File: src/rtl/mips_pkg.sv
// Shared types and encodings for the multicycle MIPS main controller.
// Latency: n/a (types and constants only).
// Backpressure: n/a.
//
// Contents: state_t (4-bit debug-visible state encoding), opcode and funct
// constants, ALUOp / ALUControl codes, mux select codes and a legal-opcode
// helper used by the decode dispatch.
package mips_pkg;

   // Encoding is visible on the State debug port, so the order is fixed.
   typedef enum logic [3:0] {
      FETCH    = 4'd0,
      DECODE   = 4'd1,
      MEMADR   = 4'd2,
      MEMREAD  = 4'd3,
      MEMWB    = 4'd4,
      MEMWRITE = 4'd5,
      EXECUTE  = 4'd6,
      ALUWB    = 4'd7,
      BRANCH   = 4'd8,
      ADDIEXEC = 4'd9,
      ADDIWB   = 4'd10,
      JUMP     = 4'd11
   } state_t;

   // Opcodes (instr[31:26])
   localparam logic [5:0] OP_RTYPE = 6'b000000;
   localparam logic [5:0] OP_LW    = 6'b100011;
   localparam logic [5:0] OP_SW    = 6'b101011;
   localparam logic [5:0] OP_BEQ   = 6'b000100;
   localparam logic [5:0] OP_ADDI  = 6'b001000;
   localparam logic [5:0] OP_J     = 6'b000010;

   // R-type funct field (instr[5:0])
   localparam logic [5:0] FN_ADD = 6'b100000;
   localparam logic [5:0] FN_SUB = 6'b100010;
   localparam logic [5:0] FN_AND = 6'b100100;
   localparam logic [5:0] FN_OR  = 6'b100101;
   localparam logic [5:0] FN_SLT = 6'b101010;

   // ALUOp from the main FSM to the ALU decoder
   localparam logic [1:0] ALUOP_ADD   = 2'b00;
   localparam logic [1:0] ALUOP_SUB   = 2'b01;
   localparam logic [1:0] ALUOP_FUNCT = 2'b10;

   // ALUControl codes
   localparam logic [2:0] ALUCTL_ADD = 3'b010;
   localparam logic [2:0] ALUCTL_SUB = 3'b110;
   localparam logic [2:0] ALUCTL_AND = 3'b000;
   localparam logic [2:0] ALUCTL_OR  = 3'b001;
   localparam logic [2:0] ALUCTL_SLT = 3'b111;

   // PC source select
   localparam logic [1:0] PCSRC_ALURESULT = 2'b00;
   localparam logic [1:0] PCSRC_ALUOUT    = 2'b01;
   localparam logic [1:0] PCSRC_JUMP      = 2'b10;

   // ALU B operand select
   localparam logic [1:0] SRCB_REGB    = 2'b00;
   localparam logic [1:0] SRCB_FOUR    = 2'b01;
   localparam logic [1:0] SRCB_IMM     = 2'b10;
   localparam logic [1:0] SRCB_IMM_SH2 = 2'b11;

   // True for every opcode the decode state knows how to dispatch.
   function automatic logic is_legal_op(input logic [5:0] op);
      return (op == OP_RTYPE) || (op == OP_LW) || (op == OP_SW) ||
             (op == OP_BEQ)   || (op == OP_ADDI) || (op == OP_J);
   endfunction

endpackage

File: src/rtl/mips_alu_decoder.sv
// ALU decoder: maps ALUOp plus the R-type funct field to a 3-bit ALUControl.
// Latency: purely combinational, zero cycles.
// Backpressure: none.
//
// Ports: alu_op (2) in, funct (6) in, alu_control (3) out.
module mips_alu_decoder
   import mips_pkg::*;
(
   input  logic [1:0] alu_op,
   input  logic [5:0] funct,
   output logic [2:0] alu_control
);

   always_comb begin
      alu_control = ALUCTL_ADD;
      case (alu_op)
         ALUOP_ADD: alu_control = ALUCTL_ADD;
         ALUOP_SUB: alu_control = ALUCTL_SUB;
         ALUOP_FUNCT: begin
            case (funct)
               FN_ADD:  alu_control = ALUCTL_ADD;
               FN_SUB:  alu_control = ALUCTL_SUB;
               FN_AND:  alu_control = ALUCTL_AND;
               FN_OR:   alu_control = ALUCTL_OR;
               FN_SLT:  alu_control = ALUCTL_SLT;
               // Unsupported funct falls back to add so the datapath stays benign.
               default: alu_control = ALUCTL_ADD;
            endcase
         end
         default: alu_control = ALUCTL_ADD;
      endcase
   end

endmodule

File: src/rtl/mips_control_fsm.sv
// Multicycle MIPS main controller: sequences fetch/decode/execute/mem/writeback
// and drives PC enable/source plus all datapath strobes. Latency: 2..5 cycles
// per instruction; each MemReady=0 cycle in FETCH/MEMREAD/MEMWRITE adds one.
//
// Ports:
//   clk_i_top, rst_i_top (sync, active-low)      clock / reset
//   Op, Funct                                     instruction fields from IR
//   Zero, MemReady                                ALU zero flag, memory handshake
//   PCEn, PCSrc                                   program counter control
//   IorD, MemWrite, IRWrite, RegDst, MemtoReg,
//   RegWrite, ALUSrcA, ALUSrcB, ALUControl        datapath strobes / selects
//   IllegalOp                                     one-cycle pulse on unknown opcode
//   State                                         current state (debug)
module mips_control_fsm
   import mips_pkg::*;
#(
   parameter state_t RESET_STATE = FETCH
) (
   input  logic       clk_i_top,
   input  logic       rst_i_top,
   input  logic [5:0] Op,
   input  logic [5:0] Funct,
   input  logic       Zero,
   input  logic       MemReady,
   output logic       PCEn,
   output logic [1:0] PCSrc,
   output logic       IorD,
   output logic       MemWrite,
   output logic       IRWrite,
   output logic       RegDst,
   output logic       MemtoReg,
   output logic       RegWrite,
   output logic       ALUSrcA,
   output logic [1:0] ALUSrcB,
   output logic [2:0] ALUControl,
   output logic       IllegalOp,
   output logic [3:0] State
);

   state_t     state_q, state_d;

   // Ungated strobes; the write-type ones are masked by reset below.
   logic       pc_write;
   logic       branch;
   logic       ir_write_raw;
   logic       mem_write_raw;
   logic       reg_write_raw;
   logic       illegal_raw;
   logic [1:0] alu_op;

   always_ff @(posedge clk_i_top) begin
      if (!rst_i_top) begin
         state_q <= RESET_STATE;
      end else begin
         state_q <= state_d;
      end
   end

   always_comb begin
      state_d       = state_q;
      pc_write      = 1'b0;
      branch        = 1'b0;
      ir_write_raw  = 1'b0;
      mem_write_raw = 1'b0;
      reg_write_raw = 1'b0;
      illegal_raw   = 1'b0;
      alu_op        = ALUOP_ADD;
      PCSrc         = PCSRC_ALURESULT;
      IorD          = 1'b0;
      RegDst        = 1'b0;
      MemtoReg      = 1'b0;
      ALUSrcA       = 1'b0;
      ALUSrcB       = SRCB_REGB;

      case (state_q)
         FETCH: begin
            ALUSrcB = SRCB_FOUR;
            alu_op  = ALUOP_ADD;
            // IR load and PC+4 commit only in the cycle memory delivers the word.
            if (MemReady) begin
               ir_write_raw = 1'b1;
               pc_write     = 1'b1;
               state_d      = DECODE;
            end
         end

         DECODE: begin
            // Precompute the branch target while the opcode is dispatched.
            ALUSrcB = SRCB_IMM_SH2;
            alu_op  = ALUOP_ADD;
            case (Op)
               OP_LW, OP_SW: state_d = MEMADR;
               OP_RTYPE:     state_d = EXECUTE;
               OP_BEQ:       state_d = BRANCH;
               OP_ADDI:      state_d = ADDIEXEC;
               OP_J:         state_d = JUMP;
               default:      state_d = FETCH;
            endcase
            illegal_raw = !is_legal_op(Op);
         end

         MEMADR: begin
            ALUSrcA = 1'b1;
            ALUSrcB = SRCB_IMM;
            // Only lw/sw reach here; anything not lw is treated as a store.
            state_d = (Op == OP_LW) ? MEMREAD : MEMWRITE;
         end

         MEMREAD: begin
            IorD = 1'b1;
            if (MemReady) begin
               state_d = MEMWB;
            end
         end

         MEMWB: begin
            MemtoReg      = 1'b1;
            reg_write_raw = 1'b1;
            state_d       = FETCH;
         end

         MEMWRITE: begin
            // Write strobe is held for the whole wait, not just the final cycle.
            IorD          = 1'b1;
            mem_write_raw = 1'b1;
            if (MemReady) begin
               state_d = FETCH;
            end
         end

         EXECUTE: begin
            ALUSrcA = 1'b1;
            alu_op  = ALUOP_FUNCT;
            state_d = ALUWB;
         end

         ALUWB: begin
            RegDst        = 1'b1;
            reg_write_raw = 1'b1;
            state_d       = FETCH;
         end

         BRANCH: begin
            ALUSrcA = 1'b1;
            alu_op  = ALUOP_SUB;
            PCSrc   = PCSRC_ALUOUT;
            branch  = 1'b1;
            state_d = FETCH;
         end

         ADDIEXEC: begin
            ALUSrcA = 1'b1;
            ALUSrcB = SRCB_IMM;
            state_d = ADDIWB;
         end

         ADDIWB: begin
            reg_write_raw = 1'b1;
            state_d       = FETCH;
         end

         JUMP: begin
            PCSrc    = PCSRC_JUMP;
            pc_write = 1'b1;
            state_d  = FETCH;
         end

         default: begin
            state_d = FETCH;
         end
      endcase
   end

   mips_alu_decoder u_alu_decoder (
      .alu_op      (alu_op),
      .funct       (Funct),
      .alu_control (ALUControl)
   );

   // Architectural side effects are suppressed while reset is held so that an
   // instruction interrupted by reset can never commit a partial result.
   assign PCEn      = rst_i_top & (pc_write | (branch & Zero));
   assign IRWrite   = rst_i_top & ir_write_raw;
   assign MemWrite  = rst_i_top & mem_write_raw;
   assign RegWrite  = rst_i_top & reg_write_raw;
   assign IllegalOp = rst_i_top & illegal_raw;
   assign State     = state_q;

endmodule

File: config.mk
export PLATFORM = sky130hd
export DESIGN_NAME = mips_control_fsm
export DESIGN_NICKNAME = d
export VERILOG_FILES = /design/src/rtl/mips_pkg.sv /design/src/rtl/mips_alu_decoder.sv /design/src/rtl/mips_control_fsm.sv
export SDC_FILE = /design/constraint.sdc
export NUM_CORES = 1
export LEC_CHECK = 0
export BUFFER_PORTS_ARGS = -buffer_cell sky130_fd_sc_hd__buf_2
export CAP_MARGIN = 20
export CORE_MARGIN = 8
export CORE_UTILIZATION = 42
export CTS_CLUSTER_DIAMETER = 30
export DETAILED_ROUTE_END_ITERATION = 12
export PLACE_DENSITY = 0.79
export SYNTH_ARGS = -nofsm -noshare
export SYNTH_HDL_FRONTEND = slang
export SYNTH_SLANG_ARGS = --single-unit
File: constraint.sdc
create_clock -name clk_i_top -period 2.76 [get_ports clk_i_top]
set_input_delay 0.414 -clock clk_i_top [delete_from_list [all_inputs] [get_ports clk_i_top]]
set_output_delay 0.414 -clock clk_i_top [all_outputs]
set_load 0.01 [all_outputs]
# Yosys cells after proc, flatten, opt, wreduce, memory -nomap -nowiden
# Index checks and enable logic that the tools add are counted.
[word_totals]
register_bits = 4
input_bits = 16
out_inout_bits = 20
[classes]
bitwise = 7
mux = 22
n_eq_ne = 25
reduce_logical = 14
[ops]
columns = ["op", "n"]
rows = [
  ["$eq 6x6->1 const B", 6],
  ["$pmux 4 s7", 1],
  ["$pmux 4 s5", 1],
  ["$eq 4x3->1 const B", 4],
  ["$eq 4x4->1 const B", 4],
  ["$mux 4", 3],
  ["$pmux 3 s4", 1],
  ["$mux 1", 10],
  ["$eq 4x2->1 const B", 2],
  ["$pmux 2 s2", 2],
  ["$and 1x1->1", 6],
  ["$eq 6x2->1 const B", 1],
  ["$eq 6x3->1 const B", 1],
  ["$eq 6x4->1 const B", 1],
  ["$logic_not 6->1", 1],
  ["$ne 2x2->1 const B", 3],
  ["$pmux 2 s3", 1],
  ["$pmux 3 s2", 1],
  ["$reduce_or 2->1", 3],
  ["$logic_or 1x1->1", 5],
  ["$eq 4x1->1 const B", 1],
  ["$logic_not 4->1", 1],
  ["$reduce_or 4->1", 1],
  ["$mux 3", 1],
  ["7 further kinds", 7],
]

# Logic depth before layout (Yosys ltp)
# Gate-level depths: netlist (run 1).
[logic_depth]
ltp_word = 9
ltp_mapped = 9

# Cells and area by module
# A second synthesis (run 1) with hierarchy kept.
[unflattened]
hier_cells = 90
area_unflattened_um2 = 628.1
[by_module_without_submodules]
columns = ["mod", "n_inst", "area_each_um2", "cells_each"]
rows = [
  ["mips_control_fsm", 1, 509.2, 75],
  ["mips_alu_decoder", 1, 118.9, 15],
]

# Worst setup path before layout (run 1)
# OpenSTA, ideal clock, no wires.
[synth_timing]
path_type = "flip-flop to output port"
start = "reg state_q[3] (netlist: State[3])"
end = "out ALUControl[2]"
n_path_buf = 1
path_stages_with_launch = 10
arrival_time_ns = 1.802
setup_slack_ns = 0.544
cell_sequence = "dfxtp_1 > clkbuf_1 > nand2b_1 > or2_2 > inv_1 > ha_1 > inv_1 > nor4_1 > nor2_1 > nor2_1"
[synth_via]
elab_chain_cells = 4
elab_cells_between_ends = 6
cone_classes = "4 x eq/ne; 2 x mux"
[synth_rtl]
columns = ["item", "line_no", "rtl"]
rows = [
  ["start, declared", "mips_control_fsm.sv:40", "state_t state_q, state_d;"],
  ["start signal, assigned", "mips_control_fsm.sv:55", "state_q <= state_d;"],
  ["$eq 4x4->1 or $eq 4x3->1 (tied branches)", "mips_control_fsm.sv:75", "case (state_q)"],
  ["$pmux 2 s2 (*)", "mips_control_fsm.sv:75", ""],
  ["$eq 2x2->1 or $eq 2x1->1 (tied branches)", "mips_alu_decoder.sv:16", "case (alu_op)"],
  ["$pmux 3 s2 (*)", "mips_alu_decoder.sv:16", ""],
  ["end, declared", "mips_control_fsm.sv:35", "output logic [2:0] ALUControl,"],
]
# Every way passes the cells marked *; elsewhere a longest branch is shown, timed or not.

# Final worst setup path (run 1)
[layout_timing]
start = "reg state_q[3] (netlist: State[3])"
end = "out ALUControl[0]"
# The elaborated chain is that of the path after synthesis.

==> flow_summary_export.csv, run 1 <==
group,metric,value,unit
global_routing,grt_pass1_vias,682,
die,die_h,54.2,µm
place,place_hpwl,1510,µm
timing,fmax,398,MHz
die,core_area,1330,µm²
global_routing,grt.total_usage,12.4,%
timing,rsz0062_at_grt,"no",
timing,slew_headroom,68.5,%
timing,report.final.hold_viol_count,0,
place,place_congestion,0.846,
worst_setup_path,cp_common_cell,"inv_1",
worst_setup_path,crit_path_start_kind,"flop",
global_routing,grt_pass1_wl,2860,µm
synth,synthCells,94,
worst_setup_path,critPathBufInv,3,
drt,drc_errors,0,
synth,synth_area_leaders,"dfxtp_1 13%, nand2b_1 7.2%, nor2_1 6.7%, nor3_1 6.5%, a21oi_1 4.9%",
power_and_ir_drop,power.switching,0.0533,mW
clocking,root_buffer,"clkbuf_4",
clocking,cts_resized,0,
worst_setup_path,crit_family,"simple AND/OR/NAND/NOR gates",
synth,synth_top_area_share,13.1,%
clocking,tritoncts,"done",
timing,setup_viol,0,
worst_setup_path,cpPeakStageDelay,0.40,ns
place,pre_cts_ws,0.487,ns
drt,drt_iter0_markers,29,
drt,dr_total_vias,787,
power_and_ir_drop,ir_drop,0.000308,V
timing,setup_tns,0,ns
worst_setup_path,worst_ep_arrival_time,2.10,ns
timing,period_needed,2.52,ns
finish,diodes,0,
global_routing,grt_max_degree,19,
power_and_ir_drop,p_per_area,226,nW/µm²
finish,area_growth,33.5,%
timing,fin_crit_sh,91.1,%
power_and_ir_drop,p_seq_share,33.7,%
power_and_ir_drop,p_sw_share,28.9,%
worst_setup_path,worstSetupPathType,"flop to output pin",
timing,whs,0.448,ns
drt,wl_per_cell,12.7,µm
die,ios,36,
worst_setup_path,slowest_stage,"dfxtp_1",
clocking,cts_num_sinks,4,
die,start_util,45.9,%
synth,avgSynthCellArea,6.51,µm²
clocking,post_cts_buffers,0,
power_and_ir_drop,p_leak,0.384,nW
synth,syn_nets,112,
worst_setup_path,cp.required,2.35,ns
global_routing,grt-ovfl-total,0,
synth,mappedNetlistArea,612,µm²
hold_path,hold_path_class,"input port to flop",
worst_setup_path,crit_cells,8,
clocking,cts.reportedPaths.clkPinSlew,0.04,ns
outcome,status,"finished, final reports clean",
die,die_w,54.2,µm
place,port_buffers,35,
worst_setup_path,crit_chain,"nand2b_1 > or2_2 > inv_1 > ha_1 > inv_1 > nor4_1 > a32o_1 > buf_2",
timing,final.setup_skew,0.000935,ns
clocking,hold_buffers,0,
timing,tightest_slew,0.461,ns
global_routing,antenna_found_initial,0,
finish,finalNetCount,148,
synth,ys_warn_count,0,
drt,wirelength,1820,µm
job,maxCapViolCount,0,
power_and_ir_drop,comb_power_share,27.2,%
finish,largest_register_ffs,4,
clocking,ctsLongestPathBuffers,2,
worst_setup_path,cp-end-kind,"output pin",
drt,drt-pass1-iter-count,4,
synth,seq_area_frac_synth,13.1,%
synth,synth_area_leader_cell,"dfxtp_1",
timing,worst_slack,0.244,ns
synth,synth_cell_type_count,35,
power_and_ir_drop,clockPowerShare,39.0,%
clocking,numCtsBuffers,3,
synth,ys_ff_latch,4,
finish,drive_gt1_share,34.4,%
die,die_area,2930,µm²
hold_path,worstHoldPathCells,2,
die,row_count,13,
worst_setup_path,r2r_cells,5,
drt,via_per_inst,5.50,
timing,drv_slew,0,
worst_setup_path,worstPathMaxFanout,12,
clocking,insertion_delay,0.23,ns
clocking,htreeDepth,1,
power_and_ir_drop,p_int,0.131,mW
drt,ant_nets,0,
-- metrics by stage --
stage	total power [mW]	std cells	cell area (µm²)	utilization (%)
final	0.184	143	817	61.3
after global routing	0.201	143	817	61.3
after CTS	0.188	143	817	61.3
after detailed placement	0.113	140	795	59.6
after global placement	0.112	140	795	59.6
after floorplan	0.0897	94	612	-
-- cell type report --
cell class,count,area [µm²]
multi-input combinational,78,483
tap,15,18.8
inverter,6,22.5
clock buffer,3,22.5
timing repair buffer,37,190
fill,125,517
sequential,4,80.1
-- metal layers --
metal / track usage [%] / vias up / routed length [µm]
li1: - / 406 / -
met1: 14.1 / 342 / 720
met2: 21.9 / 39 / 895
met3: 4.96 / 0 / 207
met4: 1.23 / 0 / 0
met5: 0 / - / 0
-- logic make-up after synthesis --
| logic type | synth area share (%) |
|---|---|
| fa+ha+maj | 4.09 |
| mux | 3.27 |
| flops | 13.1 |
| simple gates | 43.6 |
| xor+xnor | 4.30 |
| compound gates | 23.7 |
| buf+inv | 7.97 |
-- synthesized netlist by cell type --
library cell,n
a2111oi_0,1
and2b_2,1
o21a_1,1
mux2i_1,2
buf_2,3
nor3_2,1
xnor2_1,2
nand2_1,4
or4_4,1
nor4_1,4
o21bai_1,2
nor3_1,8
or2_1,4
clkbuf_1,3
or3_1,1
o21ai_1,2
nor2b_1,1
o211a_1,1
inv_1,6
nand3_1,1
or4_1,1
a32o_1,1
nor2_1,11
o21ai_0,6
nor4b_1,1
dfxtp_1,4
xor2_1,1
o2bb2ai_1,1
a21oi_1,6
nand2b_1,7
a31oi_1,1
and3_1,1
or2_2,1
ha_1,2
a311oi_1,1
-- cells in the final DEF (no fill, tap or decap), drive strengths merged, types with 2 or more instances in the layout --
| master | n |
|---|---|
| or4 | 2 |
| nand2 | 4 |
| dfxtp | 4 |
| nor4 | 4 |
| nand2b | 7 |
| buf | 37 |
| nor2 | 11 |
| inv | 6 |
| xnor2 | 2 |
| clkbuf | 3 |
| nor3 | 9 |
| o21bai | 2 |
| mux2i | 2 |
| ha | 2 |
| or2 | 5 |
| o21ai | 8 |
| a21oi | 6 |
-- worst paths after layout --
check,startpoint,to,slack [ns]
worst max-delay path,State[3]$_SDFFE_PN0P_,ALUControl[0],0.24
worst min-delay path,rst_i_top,State[2]$_SDFFE_PN0P_,0.45
worst max register to register,State[2]$_SDFFE_PN0P_,State[1]$_SDFFE_PN0P_,1.23
worst min register to register,State[3]$_SDFFE_PN0P_,State[3]$_SDFFE_PN0P_,0.63
-- power groups by stage --
stage | combinational (mW) | sequential [mW] | clock, mW
2_1_floorplan | 0.0283 | 0.0614 | 0
3_3_place_gp | 0.0490 | 0.0629 | 0
3_5_place_dp | 0.0502 | 0.0630 | 0
4_1_cts | 0.0504 | 0.0621 | 0.0751
5_1_grt | 0.0554 | 0.0624 | 0.0828
6_report | 0.0502 | 0.0622 | 0.0719
Power figures use the tool's default switching activity.
==> inputs of run 2 (changes only) <==
Settings changed: CORE_ASPECT_RATIO set to 1.1.
Clock period 2.76 ns to 2.6 ns, I/O delays scaled along.
==> flow_summary_export.csv, run 2 (synthesis results as in run 1) <==
group,metric,value,unit
outcome,status,"finished, final reports clean",
hold_path,holdCritStartpoint,"rst_i_top",
global_routing,antenna_found_initial,0,
drt,wl_met2,988,µm
clocking,root_buffer,"clkbuf_4",
die,row_count,14,
global_routing,grt_pass1_wl,3240,µm
timing,worst_slack,0.170,ns
finish,area_growth,35.4,%
power_and_ir_drop,comb_power_share,27.1,%
finish,final_cells,144,
job,maxCapViolCount,0,
die,core_area,1370,µm²
drt,wl_met1,817,µm
drt,dr_total_vias,809,
drt,top_layer_used,"met4",
power_and_ir_drop,ir_drop,0.000206,V
drt,wl_per_cell,14.3,µm
clocking,insertion_delay,0.24,ns
worst_setup_path,worstPathMaxFanout,8,
global_routing,grt_pass1_vias,767,
hold_path,hold_path_class,"input port to flop",
timing,slew_headroom,64.2,%
power_and_ir_drop,p_per_area,245,nW/µm²
worst_setup_path,cp.required,2.21,ns
power_and_ir_drop,p_int,0.140,mW
finish,fin_area,828,µm²
worst_setup_path,worst_ep_arrival_time,2.04,ns
worst_setup_path,crit_path_start_kind,"flop",
drt,drc_errors,0,
drt,wirelength,2050,µm
finish,largest_register_ffs,4,
timing,tightest_slew,0.524,ns
drt,drt_iter0_markers,17,
place,placed_cells,141,
clocking,hold_buffers,0,
power_and_ir_drop,clockPowerShare,40.3,%
clocking,post_cts_buffers,0,
global_routing,grt-ovfl-total,0,
timing,final.setup_skew,0.00259,ns
clocking,ctsLongestPathBuffers,2,
place,place_hpwl,1560,µm
timing,fin_crit_sh,93.5,%
timing,setup_viol,0,
worst_setup_path,rrSetupSlack,0.94,ns
die,die_h,56.0,µm
finish,final_cell_mix,"35 x buf_2, 11 x nor2_1, 8 x nor3_1",
timing,rsz0062_at_grt,"no",
die,ios,36,
drt,ant_nets,0,
timing,drv_slew,0,
die,die_w,52.4,µm
timing,whs,0.445,ns
worst_setup_path,reg2reg_from,"State[2]$_SDFFE_PN0P_",
clocking,tritoncts,"done",
clocking,cts_num_sinks,4,
place,place_congestion,0.919,
finish,diodes,0,
worst_setup_path,worstSetupPathType,"flop to output pin",
drt,drt-pass1-iter-count,4,
drt,dr_wl_met3,202,µm
worst_setup_path,reg2reg_to,"State[1]$_SDFFE_PN0P_",
power_and_ir_drop,p_sw_share,31.4,%
clocking,cts_resized,0,
global_routing,grt.total_usage,13.5,%
finish,finalNetCount,148,
hold_path,worstHoldPathCells,2,
finish,drive_gt1_share,36.7,%
place,place_area,796,µm²
power_and_ir_drop,p_leak,0.385,nW
power_and_ir_drop,p_seq_share,32.6,%
timing,fmax,412,MHz
drt,via_per_inst,5.62,
power_and_ir_drop,power.switching,0.0637,mW
clocking,numCtsBuffers,3,
timing,report.final.hold_viol_count,0,
global_routing,grt_max_degree,19,
hold_path,whs_endpoint,"State[2]$_SDFFE_PN0P_",
timing,setup_tns,0,ns
worst_setup_path,cp-end-kind,"output pin",
place,pre_cts_ws,0.349,ns
worst_setup_path,r2r_cells,5,
die,start_util,44.8,%
finish,mostFrequentLayoutCell,"buf_2",
timing,period_needed,2.43,ns
place,port_buffers,35,
clocking,htreeDepth,1,
die,die_area,2940,µm²
clocking,cts.reportedPaths.clkPinSlew,0.04,ns
## run 2: per-stage QoR
step | util [%] | power (mW)
finish | 60.6 | 0.203
global route | 60.6 | 0.217
CTS | 59.9 | 0.202
detailed placement | 58.2 | 0.121
global placement | 58.2 | 0.120
floorplan | - | 0.0952
## run 2: power by group through the flow
stage          registers, mW  clock network (mW)  logic, mW
4_1_cts               0.0661              0.0816     0.0543
5_1_grt               0.0666              0.0886     0.0615
2_1_floorplan         0.0652                   0     0.0300
3_3_place_gp          0.0671                   0     0.0525
6_report              0.0661              0.0819     0.0551
3_5_place_dp          0.0671                   0     0.0535
## run 2: area by class of cell
| cell class | instances | area, µm² |
|---|---|---|
| Fill cell | 133 | 538 |
| Multi-Input combinational cell | 78 | 492 |
| Timing Repair Buffer | 37 | 190 |
| Sequential cell | 4 | 81.3 |
| Clock buffer | 3 | 22.5 |
| Inverter | 6 | 22.5 |
| Tap cell | 16 | 20.0 |
## run 2: worst max-delay path by stage
stage / start / endpoint / slack [ns] / cells past startpoint
after floorplan: State[3]$_SDFFE_PN0P_ / ALUControl[2] / 0.41 / 9
after global placement: State[3]$_SDFFE_PN0P_ / ALUControl[0] / 0.43 / 8
after detailed placement: State[3]$_SDFFE_PN0P_ / ALUControl[2] / 0.35 / 9
after CTS: State[3]$_SDFFE_PN0P_ / ALUControl[2] / 0.07 / 9
after global routing: State[0]$_SDFFE_PN0P_ / ALUControl[2] / 0.004 / 9
final: State[2]$_SDFFE_PN0P_ / ALUControl[2] / 0.17 / 9
## run 2: per-layer routing
metal  GRT usage, %  vias to the layer above
met1           15.9                      358
met2           21.6                       42
met5              0                        -
li1               -                      403
met4           6.67                        0
met3           2.94                        6
## run 2: worst max-delay path, stage by stage (launching register included)
cell,delay [ns]
dfxtp_1,0.48
nand2b_2,0.14
or2_2,0.30
inv_1,0.06
ha_1,0.15
inv_1,0.07
nor4_2,0.30
nor2_1,0.07
nor2_1,0.09
buf_2,0.13
==> inputs of run 3 (changes only) <==
Settings changed: GPL_TIMING_DRIVEN set to 0.
==> flow_summary_export.csv, run 3 (synthesis results as in run 1) <==
group,metric,value,unit
outcome,status,"finished, final reports clean",
die,die_w,52.4,µm
worst_setup_path,reg2reg_from,"State[3]$_SDFFE_PN0P_",
die,ios,36,
global_routing,grt-ovfl-total,0,
hold_path,holdCritStartpoint,"rst_i_top",
die,start_util,44.8,%
finish,area_growth,36.4,%
hold_path,whs_endpoint,"State[2]$_SDFFE_PN0P_",
clocking,numCtsBuffers,3,
place,place_hpwl,1690,µm
drt,drc_errors,0,
worst_setup_path,slowest_stage,"dfxtp_2",
global_routing,grt.total_usage,14.8,%
timing,final.setup_skew,0.00578,ns
timing,rsz0062_at_grt,"no",
clocking,post_cts_buffers,0,
die,die_area,2940,µm²
timing,drv_slew,0,
timing,period_needed,2.44,ns
timing,slew_headroom,62.3,%
timing,tightest_slew,0.552,ns
global_routing,grt_pass1_vias,811,
timing,fmax,410,MHz
die,core_area,1370,µm²
timing,report.final.hold_viol_count,0,
worst_setup_path,r2r_cells,4,
place,port_buffers,34,
finish,final_cell_mix,"37 x buf_2, 11 x nor2_1, 8 x nor3_1",
worst_setup_path,crit_family,"simple AND/OR/NAND/NOR gates",
power_and_ir_drop,p_leak,0.391,nW
drt,ant_nets,0,
clocking,insertion_delay,0.25,ns
drt,drt-pass1-iter-count,4,
die,row_count,14,
drt,wl_per_cell,14.7,µm
timing,whs,0.425,ns
drt,drt_iter0_markers,11,
drt,dr_total_vias,823,
worst_setup_path,reg2reg_to,"State[1]$_SDFFE_PN0P_",
global_routing,antenna_found_initial,0,
finish,drive_gt1_share,38.3,%
power_and_ir_drop,ir_drop,0.000274,V
worst_setup_path,startpoint,"State[3]$_SDFFE_PN0P_",
hold_path,hold_path_class,"input port to flop",
clocking,tritoncts,"done",
finish,fillCellCount,148,
clocking,ctsLongestPathBuffers,2,
finish,largest_register_ffs,4,
die,die_h,56.0,µm
timing,fin_crit_sh,93.7,%
worst_setup_path,crit_chain,"nand2b_2 > or2_2 > inv_1 > ha_1 > inv_1 > nor4_4 > nor2_1 > nor2_1 > buf_2",
worst_setup_path,worstPathMaxFanout,12,
clocking,cts_num_sinks,4,
clocking,root_buffer,"clkbuf_4",
timing,setup_viol,0,
global_routing,grt_pass1_wl,3530,µm
clocking,htreeDepth,1,
global_routing,grt_max_degree,13,
power_and_ir_drop,p_per_area,251,nW/µm²
drt,via_per_inst,5.72,
place,place_congestion,0.921,
worst_setup_path,cp-end-kind,"output pin",
hold_path,worstHoldPathCells,2,
drt,wirelength,2110,µm
worst_setup_path,crit_path_start_kind,"flop",
job,maxCapViolCount,0,
worst_setup_path,cpPeakStageDelay,0.37,ns
timing,setup_tns,0,ns
clocking,cts.reportedPaths.clkPinSlew,0.04,ns
worst_setup_path,cp.required,2.21,ns
finish,diodes,0,
finish,finalNetCount,148,
worst_setup_path,critPathBufInv,3,
worst_setup_path,rrSetupSlack,1.09,ns
worst_setup_path,worst_ep_arrival_time,2.05,ns
finish,mostFrequentLayoutCell,"buf_2",
worst_setup_path,worstSetupPathType,"flop to output pin",
run 3: cell counts in the layout (fill, tap and decap cells not counted):
No cell type changed its count.
run 3: where the power goes:
part           switching, mW  internal, mW
Sequential           0.00365        0.0632
Clock                 0.0347        0.0522
Combinational         0.0310        0.0246
run 3: layer usage:
layer / wire length (µm) / share of wire [%] / track usage (%)
met1: 845 / 40 / 16.2
met2: 1040 / 49 / 24.1
met3: 200 / 9.5 / 4.28
met4: 29 / 1.4 / 7.78
met5: 0 / 0 / 0
run 3: final cells by class:
type | count | area [µm²] | area share (%)
multi-input cells | 78 | 500 | 60.0
repair buffers | 34 | 170 | 20.4
flip-flops and latches | 4 | 83.8 | 10.0
clock buffers | 3 | 22.5 | 2.70
inverters | 6 | 22.5 | 2.70
well taps | 16 | 20.0 | 2.40
plain buffers | 3 | 15.0 | 1.80
run 3: how the worst max path moves through the flow:
stage | endpoint | slack (ns) | depth (start not counted)
6_report | ALUControl[2] | 0.16 | 9
5_1_grt | ALUControl[2] | 0.02 | 9
4_1_cts | ALUControl[2] | 0.005 | 10
3_5_place_dp | ALUControl[2] | 0.15 | 10
3_3_place_gp | ALUControl[0] | 0.20 | 9
2_1_floorplan | ALUControl[2] | 0.41 | 9
run 3: worst reg2reg max path: stages, from the launching register on:
cell and delay [ns]:
dfxtp_2 0.37, or2_1 0.31, a2111oi_0 0.53, a31oi_1 0.08, a21oi_1 0.15
run 3: repair_timing:
| action | 4_1_cts | 5_1_grt |
|---|---|---|
| endpoints found under the setup margin | 2 | 2 |
| resized for setup | 2 | 4 |
| hold buffers | 0 | 0 |
run 3: through the flow:
step | area [µm²] | setup WS, ns | cells | util, % | power, mW
5_1_grt | 835 | 0.0230 | 144 | 61.1 | 0.223
3_3_place_gp | 802 | 0.200 | 144 | 58.7 | 0.119
6_report | 835 | 0.164 | 144 | 61.1 | 0.209
3_5_place_dp | 802 | 0.150 | 144 | 58.7 | 0.122
4_1_cts | 826 | 0.00521 | 145 | 60.4 | 0.211
2_1_floorplan | 612 | 0.408 | 94 | - | 0.0952
